File: src/rtl/enemy_bullet_if.sv
// enemy_bullet_if: launch handshake, player-position inputs and bullet status/draw outputs
// for one enemy projectile. The slave modport is the bullet itself; the master modport is
// the game logic that fires it and consumes its hit/miss pulses.
interface enemy_bullet_if;
    // Game logic -> bullet
    logic       frame_tick_i;
    logic       fire_i;
    logic [9:0] fire_x_i;
    logic [9:0] fire_y_i;
    logic       freeze_i;
    logic       player_alive_i;
    logic [9:0] player_left_i;
    logic [9:0] player_right_i;
    // Bullet -> game logic / renderer
    logic       fire_ready_o;
    logic       active_o;
    logic [9:0] bullet_x_o;
    logic [9:0] bullet_y_o;
    logic       hit_o;
    logic       miss_o;
    logic [3:0] bullet_red_o;
    logic [3:0] bullet_green_o;
    logic [3:0] bullet_blue_o;
    logic [1:0] state_o;

    modport master (
        output frame_tick_i, fire_i, fire_x_i, fire_y_i, freeze_i,
               player_alive_i, player_left_i, player_right_i,
        input  fire_ready_o, active_o, bullet_x_o, bullet_y_o, hit_o, miss_o,
               bullet_red_o, bullet_green_o, bullet_blue_o, state_o
    );

    modport slave (
        input  frame_tick_i, fire_i, fire_x_i, fire_y_i, freeze_i,
               player_alive_i, player_left_i, player_right_i,
        output fire_ready_o, active_o, bullet_x_o, bullet_y_o, hit_o, miss_o,
               bullet_red_o, bullet_green_o, bullet_blue_o, state_o
    );
endinterface

File: src/rtl/enemy_bullet.sv
// enemy_bullet: a single enemy projectile. Launched from (fire_x, fire_y), it falls step_p
// pixels every speed_div_p unfrozen frame ticks, pulses hit_o when its box overlaps the
// live player ship and miss_o when it drops below the last visible row.
// Optional build macro ENEMY_BULLET_HOMING_EN: on every move the bullet also drifts one
// pixel toward the player centre column. Without it the column is fixed for the flight.
module enemy_bullet #(
    parameter int unsigned step_p       = 4,
    parameter int unsigned speed_div_p  = 2,
    parameter int unsigned bullet_w_p   = 2,
    parameter int unsigned bullet_h_p   = 8,
    parameter int unsigned player_top_p = 440,
    parameter int unsigned player_bot_p = 455,
    parameter int unsigned screen_bot_p = 479,
    parameter logic [11:0] color_p      = 12'hF00
) (
    input  logic          clk_i,
    input  logic          reset_i,
    enemy_bullet_if.slave bus
);

    localparam int unsigned DivW = (speed_div_p > 1) ? $clog2(speed_div_p) : 1;

    typedef enum logic [1:0] {
        StIdle   = 2'd0,
        StFlight = 2'd1,
        StHit    = 2'd2
    } state_e;

    state_e          state_q;
    logic [9:0]      x_q;
    logic [9:0]      y_q;
    logic [DivW-1:0] div_q;
    logic            hit_q;
    logic            miss_q;

    // All position arithmetic is done 11 bits wide so y+step never wraps past 1023.
    logic [10:0] fire_bot;
    logic [10:0] bullet_bot;
    logic [10:0] bullet_right;
    logic [10:0] next_y;
    logic        launch_ok;
    logic        overlap;
    logic        collide;
    logic        step;
    logic        div_wrap;
    logic [9:0]  x_move;

    assign fire_bot     = {1'b0, bus.fire_y_i} + 11'(bullet_h_p - 1);
    assign bullet_bot   = {1'b0, y_q} + 11'(bullet_h_p - 1);
    assign bullet_right = {1'b0, x_q} + 11'(bullet_w_p - 1);
    assign next_y       = {1'b0, y_q} + 11'(step_p);

    // A launch is only accepted if the whole bullet starts on screen.
    assign launch_ok = (fire_bot <= 11'(screen_bot_p));

    // Inclusive box overlap between the bullet and the player ship span.
    assign overlap = (bullet_bot >= 11'(player_top_p))
                   && ({1'b0, y_q} <= 11'(player_bot_p))
                   && (bullet_right >= {1'b0, bus.player_left_i})
                   && ({1'b0, x_q} <= {1'b0, bus.player_right_i});

    assign collide  = overlap && !bus.freeze_i && bus.player_alive_i;
    assign step     = bus.frame_tick_i && !bus.freeze_i;
    assign div_wrap = (div_q == DivW'(speed_div_p - 1));

`ifdef ENEMY_BULLET_HOMING_EN
    localparam logic [9:0] XMax = 10'(640 - bullet_w_p);

    logic [10:0] centre_sum;
    logic [9:0]  centre;

    assign centre_sum = {1'b0, bus.player_left_i} + {1'b0, bus.player_right_i};
    assign centre     = centre_sum[10:1];

    // Column after a move: one pixel toward the player centre, clamped on screen.
    always_comb begin
        x_move = x_q;
        if (x_q < centre) begin
            x_move = x_q + 10'd1;
        end else if (x_q > centre) begin
            x_move = x_q - 10'd1;
        end
        if (x_move > XMax) begin
            x_move = XMax;
        end
    end
`else
    // Column after a move: unchanged, the bullet falls straight down.
    always_comb begin
        x_move = x_q;
    end
`endif

    // Flight FSM with registered position, divider and hit/miss pulses.
    always_ff @(posedge clk_i) begin
        if (reset_i) begin
            state_q <= StIdle;
            x_q     <= '0;
            y_q     <= '0;
            div_q   <= '0;
            hit_q   <= 1'b0;
            miss_q  <= 1'b0;
        end else begin
            hit_q  <= 1'b0;
            miss_q <= 1'b0;
            case (state_q)
                StIdle: begin
                    if (bus.fire_i && launch_ok) begin
                        x_q     <= bus.fire_x_i;
                        y_q     <= bus.fire_y_i;
                        div_q   <= '0;
                        state_q <= StFlight;
                    end
                end
                StFlight: begin
                    // Collision beats a same-cycle move so a hit is never lost to a miss.
                    if (collide) begin
                        hit_q   <= 1'b1;
                        state_q <= StHit;
                    end else if (step) begin
                        if (div_wrap) begin
                            div_q <= '0;
                            if (next_y > 11'(screen_bot_p)) begin
                                miss_q  <= 1'b1;
                                state_q <= StIdle;
                            end else begin
                                y_q <= next_y[9:0];
                                x_q <= x_move;
                            end
                        end else begin
                            div_q <= div_q + DivW'(1);
                        end
                    end
                end
                StHit: begin
                    state_q <= StIdle;
                end
                default: begin
                    state_q <= StIdle;
                end
            endcase
        end
    end

    assign bus.fire_ready_o   = (state_q == StIdle);
    assign bus.active_o       = (state_q == StFlight);
    assign bus.bullet_x_o     = x_q;
    assign bus.bullet_y_o     = y_q;
    assign bus.hit_o          = hit_q;
    assign bus.miss_o         = miss_q;
    assign bus.bullet_red_o   = color_p[11:8];
    assign bus.bullet_green_o = color_p[7:4];
    assign bus.bullet_blue_o  = color_p[3:0];
    assign bus.state_o        = state_q;

endmodule

File: src/flat_wrapper.sv
// flat-port wrapper written by rule: the top's interface ports become plain ports
module enemy_bullet_flat 
#(
    parameter int unsigned step_p       = 4,
    parameter int unsigned speed_div_p  = 2,
    parameter int unsigned bullet_w_p   = 2,
    parameter int unsigned bullet_h_p   = 8,
    parameter int unsigned player_top_p = 440,
    parameter int unsigned player_bot_p = 455,
    parameter int unsigned screen_bot_p = 479,
    parameter logic [11:0] color_p      = 12'hF00
)
  (clk_i, reset_i, bus_frame_tick_i, bus_fire_i, bus_fire_x_i, bus_fire_y_i, bus_freeze_i, bus_player_alive_i, bus_player_left_i, bus_player_right_i, bus_fire_ready_o, bus_active_o, bus_bullet_x_o, bus_bullet_y_o, bus_hit_o, bus_miss_o, bus_bullet_red_o, bus_bullet_green_o, bus_bullet_blue_o, bus_state_o);
  enemy_bullet_if bus_i ();
  input  logic clk_i;
  input  logic reset_i;
  input wire logic [$bits(bus_i.frame_tick_i)-1:0] bus_frame_tick_i;
  input wire logic [$bits(bus_i.fire_i)-1:0] bus_fire_i;
  input wire logic [$bits(bus_i.fire_x_i)-1:0] bus_fire_x_i;
  input wire logic [$bits(bus_i.fire_y_i)-1:0] bus_fire_y_i;
  input wire logic [$bits(bus_i.freeze_i)-1:0] bus_freeze_i;
  input wire logic [$bits(bus_i.player_alive_i)-1:0] bus_player_alive_i;
  input wire logic [$bits(bus_i.player_left_i)-1:0] bus_player_left_i;
  input wire logic [$bits(bus_i.player_right_i)-1:0] bus_player_right_i;
  output wire logic [$bits(bus_i.fire_ready_o)-1:0] bus_fire_ready_o;
  output wire logic [$bits(bus_i.active_o)-1:0] bus_active_o;
  output wire logic [$bits(bus_i.bullet_x_o)-1:0] bus_bullet_x_o;
  output wire logic [$bits(bus_i.bullet_y_o)-1:0] bus_bullet_y_o;
  output wire logic [$bits(bus_i.hit_o)-1:0] bus_hit_o;
  output wire logic [$bits(bus_i.miss_o)-1:0] bus_miss_o;
  output wire logic [$bits(bus_i.bullet_red_o)-1:0] bus_bullet_red_o;
  output wire logic [$bits(bus_i.bullet_green_o)-1:0] bus_bullet_green_o;
  output wire logic [$bits(bus_i.bullet_blue_o)-1:0] bus_bullet_blue_o;
  output wire logic [$bits(bus_i.state_o)-1:0] bus_state_o;
  assign bus_i.frame_tick_i = bus_frame_tick_i;
  assign bus_i.fire_i = bus_fire_i;
  assign bus_i.fire_x_i = bus_fire_x_i;
  assign bus_i.fire_y_i = bus_fire_y_i;
  assign bus_i.freeze_i = bus_freeze_i;
  assign bus_i.player_alive_i = bus_player_alive_i;
  assign bus_i.player_left_i = bus_player_left_i;
  assign bus_i.player_right_i = bus_player_right_i;
  assign bus_fire_ready_o = bus_i.fire_ready_o;
  assign bus_active_o = bus_i.active_o;
  assign bus_bullet_x_o = bus_i.bullet_x_o;
  assign bus_bullet_y_o = bus_i.bullet_y_o;
  assign bus_hit_o = bus_i.hit_o;
  assign bus_miss_o = bus_i.miss_o;
  assign bus_bullet_red_o = bus_i.bullet_red_o;
  assign bus_bullet_green_o = bus_i.bullet_green_o;
  assign bus_bullet_blue_o = bus_i.bullet_blue_o;
  assign bus_state_o = bus_i.state_o;
  enemy_bullet #(.step_p(step_p), .speed_div_p(speed_div_p), .bullet_w_p(bullet_w_p), .bullet_h_p(bullet_h_p), .player_top_p(player_top_p), .player_bot_p(player_bot_p), .screen_bot_p(screen_bot_p), .color_p(color_p)) u_core (.clk_i(clk_i), .reset_i(reset_i), .bus(bus_i));
endmodule
File: config.mk
export PLATFORM = sky130hd
export DESIGN_NAME = enemy_bullet_flat
export DESIGN_NICKNAME = d
export VERILOG_FILES = /design/src/rtl/enemy_bullet_if.sv /design/src/rtl/enemy_bullet.sv /design/src/flat_wrapper.sv
export SDC_FILE = /design/constraint.sdc
export NUM_CORES = 1
export LEC_CHECK = 0
export ABC_AREA = 1
export CAP_MARGIN = 20
export CORE_MARGIN = 8
export CORE_UTILIZATION = 37
export DETAILED_ROUTE_END_ITERATION = 7
export MAX_ROUTING_LAYER = met4
export PLACE_DENSITY = 0.8
export SYNTH_ARGS = -nofsm -noshare
export SYNTH_HDL_FRONTEND = slang
export SYNTH_SLANG_ARGS = --single-unit
File: constraint.sdc
create_clock -name clk_i -period 2.3 [get_ports clk_i]
set_input_delay 0.46 -clock clk_i [delete_from_list [all_inputs] [get_ports clk_i]]
set_output_delay 0.46 -clock clk_i [all_outputs]
set_load 0.1 [all_outputs]
; ---- Yosys cells after proc, flatten, opt, wreduce, memory -nomap -nowiden
; Cells that the tools add are included.
[op_classes]
magnitude_cmp = 6
multipliers = 0
n_div = 0
add_sub_neg = 5
n_reduce_logical = 16
n_mux = 19
bitwise = 3
n_shift = 0
n_eq_ne = 9
[ops]
columns = cell, count
row1 = $mux 10, 5
row2 = $add 10x3->11 const B, 3
row3 = $pmux 10 s2, 1
row4 = $add 10x1->11 const B, 1
row5 = $ge 11x10->1, 1
row6 = $ge 11x9->1 const B, 1
row7 = $gt 11x9->1 const B, 1
row8 = $le 11x9->1 const B, 1
row9 = $le 10x10->1, 1
row10 = $le 10x9->1 const B, 1
row11 = $mux 2, 5
row12 = $ne 3x1->1 const B, 3
row13 = $reduce_and 4->1, 2
row14 = $logic_and 1x1->1, 7
row15 = $mux 1, 6
row16 = $ne 2x1->1 const B, 3
row17 = $reduce_and 6->1, 1
row18 = $reduce_or 5->1, 1
row19 = $ne 2x2->1 const B, 2
row20 = $pmux 2 s2, 1
row21 = $not 1->1, 3
row22 = $eq 2x1->1 const B, 1
row23 = $logic_not 2->1, 1
row24 = $pmux 1 s2, 1
row25 = other kinds (5), 5
[word_totals]
input_bits = 46
mem_count = 0
ff_bits = 25
wordCells = 64
latchBits = 0
romBits = 0
ramBits = 0
output_inout_bits = 38

; ---- Logic depth before layout (Yosys ltp)
[depth]
ltp_word = 9
mapped_depth = 19
depth_no_buf = 18

; ---- Worst setup path after synthesis
; OpenSTA, ideal clock, no wires.
[synth_timing]
kind = register to register
start = register u_core.x_q[1], in the netlist u_core.bus.bullet_x_o[1]
end = register u_core.y_q[9], in the netlist u_core.bus.bullet_y_o[9]
period_less_slack_ps = 3255
path_buffers = 1
setup_slack_ps = -955
stages_incl_launch_ff = 19
arrival_time_ps = 3140
t_required_ps = 2185
setup_ps = 115
cell_sequence = dfxtp_1 ha_1 nand3_1 nor3_1 xor2_1 ha_1 nand2_1 inv_1 a21oi_1 nand2_1 nand2_1 nand2_1 nand2_1 nand2_1 nand4_4 nand3_2 buf_6 nor2_1 nor2_2
[synth_between]
elab_chain_len = 8
elab_cells_between_ends = 9
cone_classes = add/sub (1) / order compare (2) / eq/ne (1) / reduce/logical (5)
[synth_rtl]
columns = item, line_no
row1 = "start, declared", enemy_bullet.sv:30  ; logic [9:0] x_q;
row2 = "start signal, assigned", enemy_bullet.sv:109  ; x_q <= bus.fire_x_i;
row3 = "start signal, assigned", enemy_bullet.sv:128  ; x_q <= x_move;
row4 = $add 10x1->11, enemy_bullet.sv:50  ; assign bullet_right = {1'b0, x_q} + 11'(bullet_w_p - 1);
row5 = $ge 11x10->1, enemy_bullet.sv:59  ; && (bullet_right >= {1'b0, bus.player_left_i})
row6 = $logic_and 1x1->1, enemy_bullet.sv:59
row7 = $logic_and 1x1->1 (*), enemy_bullet.sv:60  ; && ({1'b0, x_q} <= {1'b0, bus.player_right_i});
row8 = $logic_and 1x1->1 (*) (2 in a row), enemy_bullet.sv:62  ; assign collide = overlap && !bus.freeze_i && bus.player_alive_i;
row9 = $ne 2x2->1 (no source line) (*), -
row10 = $reduce_and 6->1 (no source line) (*), -
row11 = "end signal, assigned", enemy_bullet.sv:110  ; y_q <= bus.fire_y_i;
row12 = "end signal, assigned", enemy_bullet.sv:127  ; y_q <= next_y[9:0];
row13 = "end, declared", enemy_bullet.sv:31  ; logic [9:0] y_q;
; Every way passes the cells marked *; elsewhere a longest branch is shown, timed or not.
; A chain may end at the register's enable or synchronous reset.

; ---- Worst setup path in the final report
[layout_timing]
start = register u_core.x_q[0], in the netlist u_core.bus.bullet_x_o[0]
end = register u_core.div_q
[layout_between]
elab_chain_len = 8
elab_cells_between_ends = 9
cone_classes = add/sub (1) / order compare (2) / eq/ne (1) / reduce/logical (5)
[layout_rtl]
columns = item, line_no
row1 = $add 10x1->11, enemy_bullet.sv:50
row2 = $ge 11x10->1, enemy_bullet.sv:59
row3 = $logic_and 1x1->1, enemy_bullet.sv:59
row4 = $logic_and 1x1->1 (*), enemy_bullet.sv:60
row5 = $logic_and 1x1->1 (*) (2 in a row), enemy_bullet.sv:62
row6 = $ne 2x2->1 (no source line) (*), -
row7 = $reduce_and 4->1 (no source line) (*), -
row8 = "end signal, assigned", enemy_bullet.sv:131  ; div_q <= div_q + DivW'(1);
row9 = "end, declared", enemy_bullet.sv:32  ; logic [DivW-1:0] div_q;
; Marks and branches as above.

==> impl.org <==
** Route
- Summing over every cut layer, the via total after detailed routing is roughly 2700.
- The count of nets left with antenna violations once routing finished came out at 0.
- The first routing iteration left around 110 violations.
- The routed design has 7410 um of wire.
- Dividing the detail-routed via count by the number of cells gives 4.86.
- First-pass iteration count of the detailed router :: 4
- After detailed routing, the number of remaining DRC violations is 0.
- In the final routed layout, each cell accounts on average for about 13 um.

** Floorplanning
- Starting utilization of the core area :: 0.383
- The die is around 97 um wide.
- # rows :: 29
- The die covers approximately 9500 sq um.
- In this run the count of I/O pins placed on the die edge is 84.
- Area of the core region :: ~6400 sq um
- Vert. Die Dim :: just under 100 um

** Synthesis
- Cell area after technology mapping :: roughly 2400 sq um
- Async SR Flop Fraction :: 0
- The cell count after synthesis came out at roughly 390.
- Post-synthesis average cell area :: roughly 6.2 sq um
- Count of warnings emitted by yosys :: 0
- Area leader, netlist :: sky130_fd_sc_hd__dfxtp_1
- sky130_fd_sc_hd__nand2_1 is the most common cell in the netlist.
- Fraction of synthesized cell area taken by the top area cell type :: 0.205
- Share of the yosys chip area belonging to registers :: 0.205
- Counting flops with a built-in enable in the synthesized netlist gives 0.
- Post-synthesis register bit count :: 25
- In the post-synthesis netlist, the biggest area contributors are sky130_fd_sc_hd__dfxtp_1 (20%), sky130_fd_sc_hd__ha_1 (14%), sky130_fd_sc_hd__nand2_1 (14%), sky130_fd_sc_hd__inv_1 (9.7%), sky130_fd_sc_hd__nor2_1 (8.1%).
- The most used flip-flop cell after synthesis is sky130_fd_sc_hd__dfxtp_1.
- Post-synth top cells :: sky130_fd_sc_hd__nand2_1 (90), sky130_fd_sc_hd__inv_1 (63), sky130_fd_sc_hd__nor2_1 (53)
- Unique cell type count in the Yosys netlist :: 30

** Global route
- Global Route Usage Sum :: 0.151
- Entering global routing, the biggest net connects 16 pins.
- The first global-routing pass estimated 12100 um of wire.
- Number of antenna violations at the first check in global routing :: 0
- The number of global-route vias before repair is between 2000 and 3000.
- After global routing the overflow that remains totals 0.

** Job
- The tool flagged a number of max-cap violations equal to 0.

** Setup path
- At the worst endpoint, the required time is about 2.5 ns.
- CP Max Fanout :: 3
- The worst setup path is captured at a flip-flop.
- The worst setup path is launched from a flip-flop.
- Category of the most critical setup path :: flip-flop to flip-flop
- Data arrival time of the critical path :: between 2 and 3 ns

** CTS
- Number of CTS-inserted buffers :: 3
- The clock reaches the later pin of the worst-skew pair after ~0.26 ns.
- The clock drives 25 sinks.
- CTS built an H-tree with a depth of 1.
- Post-cts hold buffer count :: 0
- Clock tree synthesis selected as its root buffer the cell sky130_fd_sc_hd__clkbuf_8.
- In this run the deepest clock path goes through 2 buffers.
- TritonCTS built the clock tree.
- Clock slew at the register clock pins of the worst setup and hold paths :: 0.08 ns

** Placed design
- RePlAce Congestion :: 0.868
- Detailed placement finished with a half-perimeter wire length of roughly 6000 um.
- Placed Area :: 3340 sq um
- Instance count after placement with tap cells included :: roughly 550
- During placement, the flow inserted port buffers numbering between 70 and 80.

** Power
- Peak supply drop :: about 0.00031 V
- The design draws 1.60 mW.
- LEAKAGE :: about 1.8 nW
- Power per cell area :: approximately 450 nW/um^2

** STA
- Post-route setup slack :: -0.0718 ns
- Max Slew Vio Count :: 0
- Worst hold slack across all endpoints :: between 0.5 and 0.6 ns
- Setup violations remaining at the end of the flow were counted as 11.
- The number of hold-slack violations in the final timing report is 0.
- Timing would allow up to roughly 420 MHz.
- After layout, the minimum clock period comes to 2.37 ns.
- RSZ-0062 raised after global routing :: yes
- Portion of the clock cycle consumed by the worst path in the final layout :: 1.03
- Final worst clock skew :: between 0.006 and 0.007 ns

** Finish
- For this run, the number of standard cells in the final layout without fillers is 560.
- Fraction of layout cells with a size suffix above 1 :: 0.242
- Total non-filler cell area in the finished layout :: 3540 sq um
- Relative to the synthesized area, the layout overhead comes to 44.9%.
- Fill cells in the final layout number roughly 640.
- Number of diodes added for antenna fixing :: 0
- Final net count :: 557
- Final design utilization :: 0.555

** Worst hold path
- Hold Crit Class :: flip-flop to flip-flop

** Run status
- Violations in the final reports :: negative setup slack
- The flow ran to the end, but the final reports show violations.
==> flip-flops by register name, summed over array words and instances, names as in the netlist <==
register	count
u_core.bus.miss_o	1
u_core.bus.bullet_y_o	10
u_core.bus.state_o	2
u_core.div_q	1
u_core.bus.bullet_x_o	10
u_core.bus.hit_o	1
==> kinds of logic (layout without fill, tap and decap cells) <==
| logic type | count (synthesis) | in the layout | share of synthesized area |
|---|---|---|---|
| AO/OA/AOI/OAI | 49 | 49 | 0.109 |
| XOR/XNOR | 10 | 10 | 0.0358 |
| adder cells (fa/ha/maj) | 27 | 27 | 0.138 |
| buffers and inverters | 84 | 162 | 0.156 |
| flip-flops | 25 | 25 | 0.205 |
| other | 2 | 12 | 0.00307 |
| AND/OR/NAND/NOR | 197 | 198 | 0.354 |
==> layout make-up <==
cell class              instances  area (sq um)  share of cell area
multi-input cells             296          1770               0.500
repair buffers                 93           851               0.240
flip-flops and latches         25           534               0.151
inverters                      65           244              0.0689
well taps                      77          96.3              0.0272
clock buffers                   3          41.3              0.0117
clock inverters                 1          5.00             0.00141
==> worst paths after layout <==
check / startpoint / endpoint / slack, ns / cells past startpoint
max: u_core.bus.bullet_x_o[0] / u_core.div_q / -0.07 / 17
min: u_core.div_q / u_core.div_q / 0.53 / 2
max reg2reg: u_core.bus.bullet_x_o[0] / u_core.div_q / -0.07 / 17
min reg2reg: u_core.div_q / u_core.div_q / 0.53 / 2
==> stage by stage <==
stage | setup TNS [ns] | worst slack, ns
after floorplan | -1.12 | -0.198
after global placement | -2.51 | -0.211
after detailed placement | -4.26 | -0.288
after CTS | -0.506 | -0.0726
after global routing | -2.54 | -0.252
final | -0.401 | -0.0718
==> cells in the final DEF, fill, tap and decap left out, types with 2 or more instances in the layout <==
master                            netlist  layout
sky130_fd_sc_hd__clkbuf_8               1       3
sky130_fd_sc_hd__nand3_2                1       2
sky130_fd_sc_hd__nor3_1                 4       2
sky130_fd_sc_hd__nand2_2               10      18
sky130_fd_sc_hd__buf_4                 12      42
sky130_fd_sc_hd__o21ai_0               25      25
sky130_fd_sc_hd__buf_12                 0       2
sky130_fd_sc_hd__xnor2_1                4       4
sky130_fd_sc_hd__nand3_1               23      19
sky130_fd_sc_hd__dfxtp_1               25      10
sky130_fd_sc_hd__conb_1                 2      12
sky130_fd_sc_hd__nand3_4                0       4
sky130_fd_sc_hd__nand2_1               90      80
sky130_fd_sc_hd__nor2_4                 1       4
sky130_fd_sc_hd__xor2_1                 6       6
sky130_fd_sc_hd__inv_1                 63      61
sky130_fd_sc_hd__dfxtp_2                0       9
sky130_fd_sc_hd__buf_6                  1       4
sky130_fd_sc_hd__nor2_2                 3       9
sky130_fd_sc_hd__a21oi_1               18      16
sky130_fd_sc_hd__a21oi_2                0       2
sky130_fd_sc_hd__clkdlybuf4s50_1        0      45
sky130_fd_sc_hd__nand2_4                0       2
sky130_fd_sc_hd__nor2_1                53      44
sky130_fd_sc_hd__nand4_1               10      10
sky130_fd_sc_hd__dfxtp_4                0       6
sky130_fd_sc_hd__ha_1                  27      26
sky130_fd_sc_hd__o21bai_1               2       2
sky130_fd_sc_hd__inv_2                  2       4
==> where the power goes <==
group / leakage [nW] / switching [mW] / total (mW) / internal (mW)
Combinational: 1.57 / 0.574 / 0.835 / 0.261
Clock: 0.0255 / 0.125 / 0.246 / 0.121
Sequential: 0.213 / 0.0554 / 0.520 / 0.464
Total: 1.81 / 0.755 / 1.60 / 0.846
==> critical path, stage by stage (launching register included) <==
cell and delay, ns:
sky130_fd_sc_hd__dfxtp_4 0.37, sky130_fd_sc_hd__ha_4 0.15, sky130_fd_sc_hd__nand3_4 0.07, sky130_fd_sc_hd__nor3_4 0.12, sky130_fd_sc_hd__xor2_1 0.20, sky130_fd_sc_hd__ha_1 0.29
sky130_fd_sc_hd__nand2_2 0.09, sky130_fd_sc_hd__inv_2 0.04, sky130_fd_sc_hd__a21oi_2 0.12, sky130_fd_sc_hd__nand2_1 0.08, sky130_fd_sc_hd__nand2_1 0.08, sky130_fd_sc_hd__nand2_2 0.05
sky130_fd_sc_hd__nand2_2 0.08, sky130_fd_sc_hd__nand2_4 0.07, sky130_fd_sc_hd__buf_6 0.12, sky130_fd_sc_hd__nand3_4 0.08, sky130_fd_sc_hd__nand4_1 0.14, sky130_fd_sc_hd__a21oi_2 0.18
==> layer usage <==
metal,up-vias,global-route usage,routed length [um]
met4,0,0.0245,61
met2,67,0.269,3640
met5,-,-,0
met3,6,0.0242,304
li1,1400,-,-
met1,1249,0.175,3410
==> what timing repair did <==
item / in CTS / in global routing
setup endpoints to repair: 11 / 22
gates resized for setup: 9 / 25
setup buffers: 2 / 1
cloned: 1 / 0
pin swaps: 10 / 23
Power figures use the tool's default switching activity.
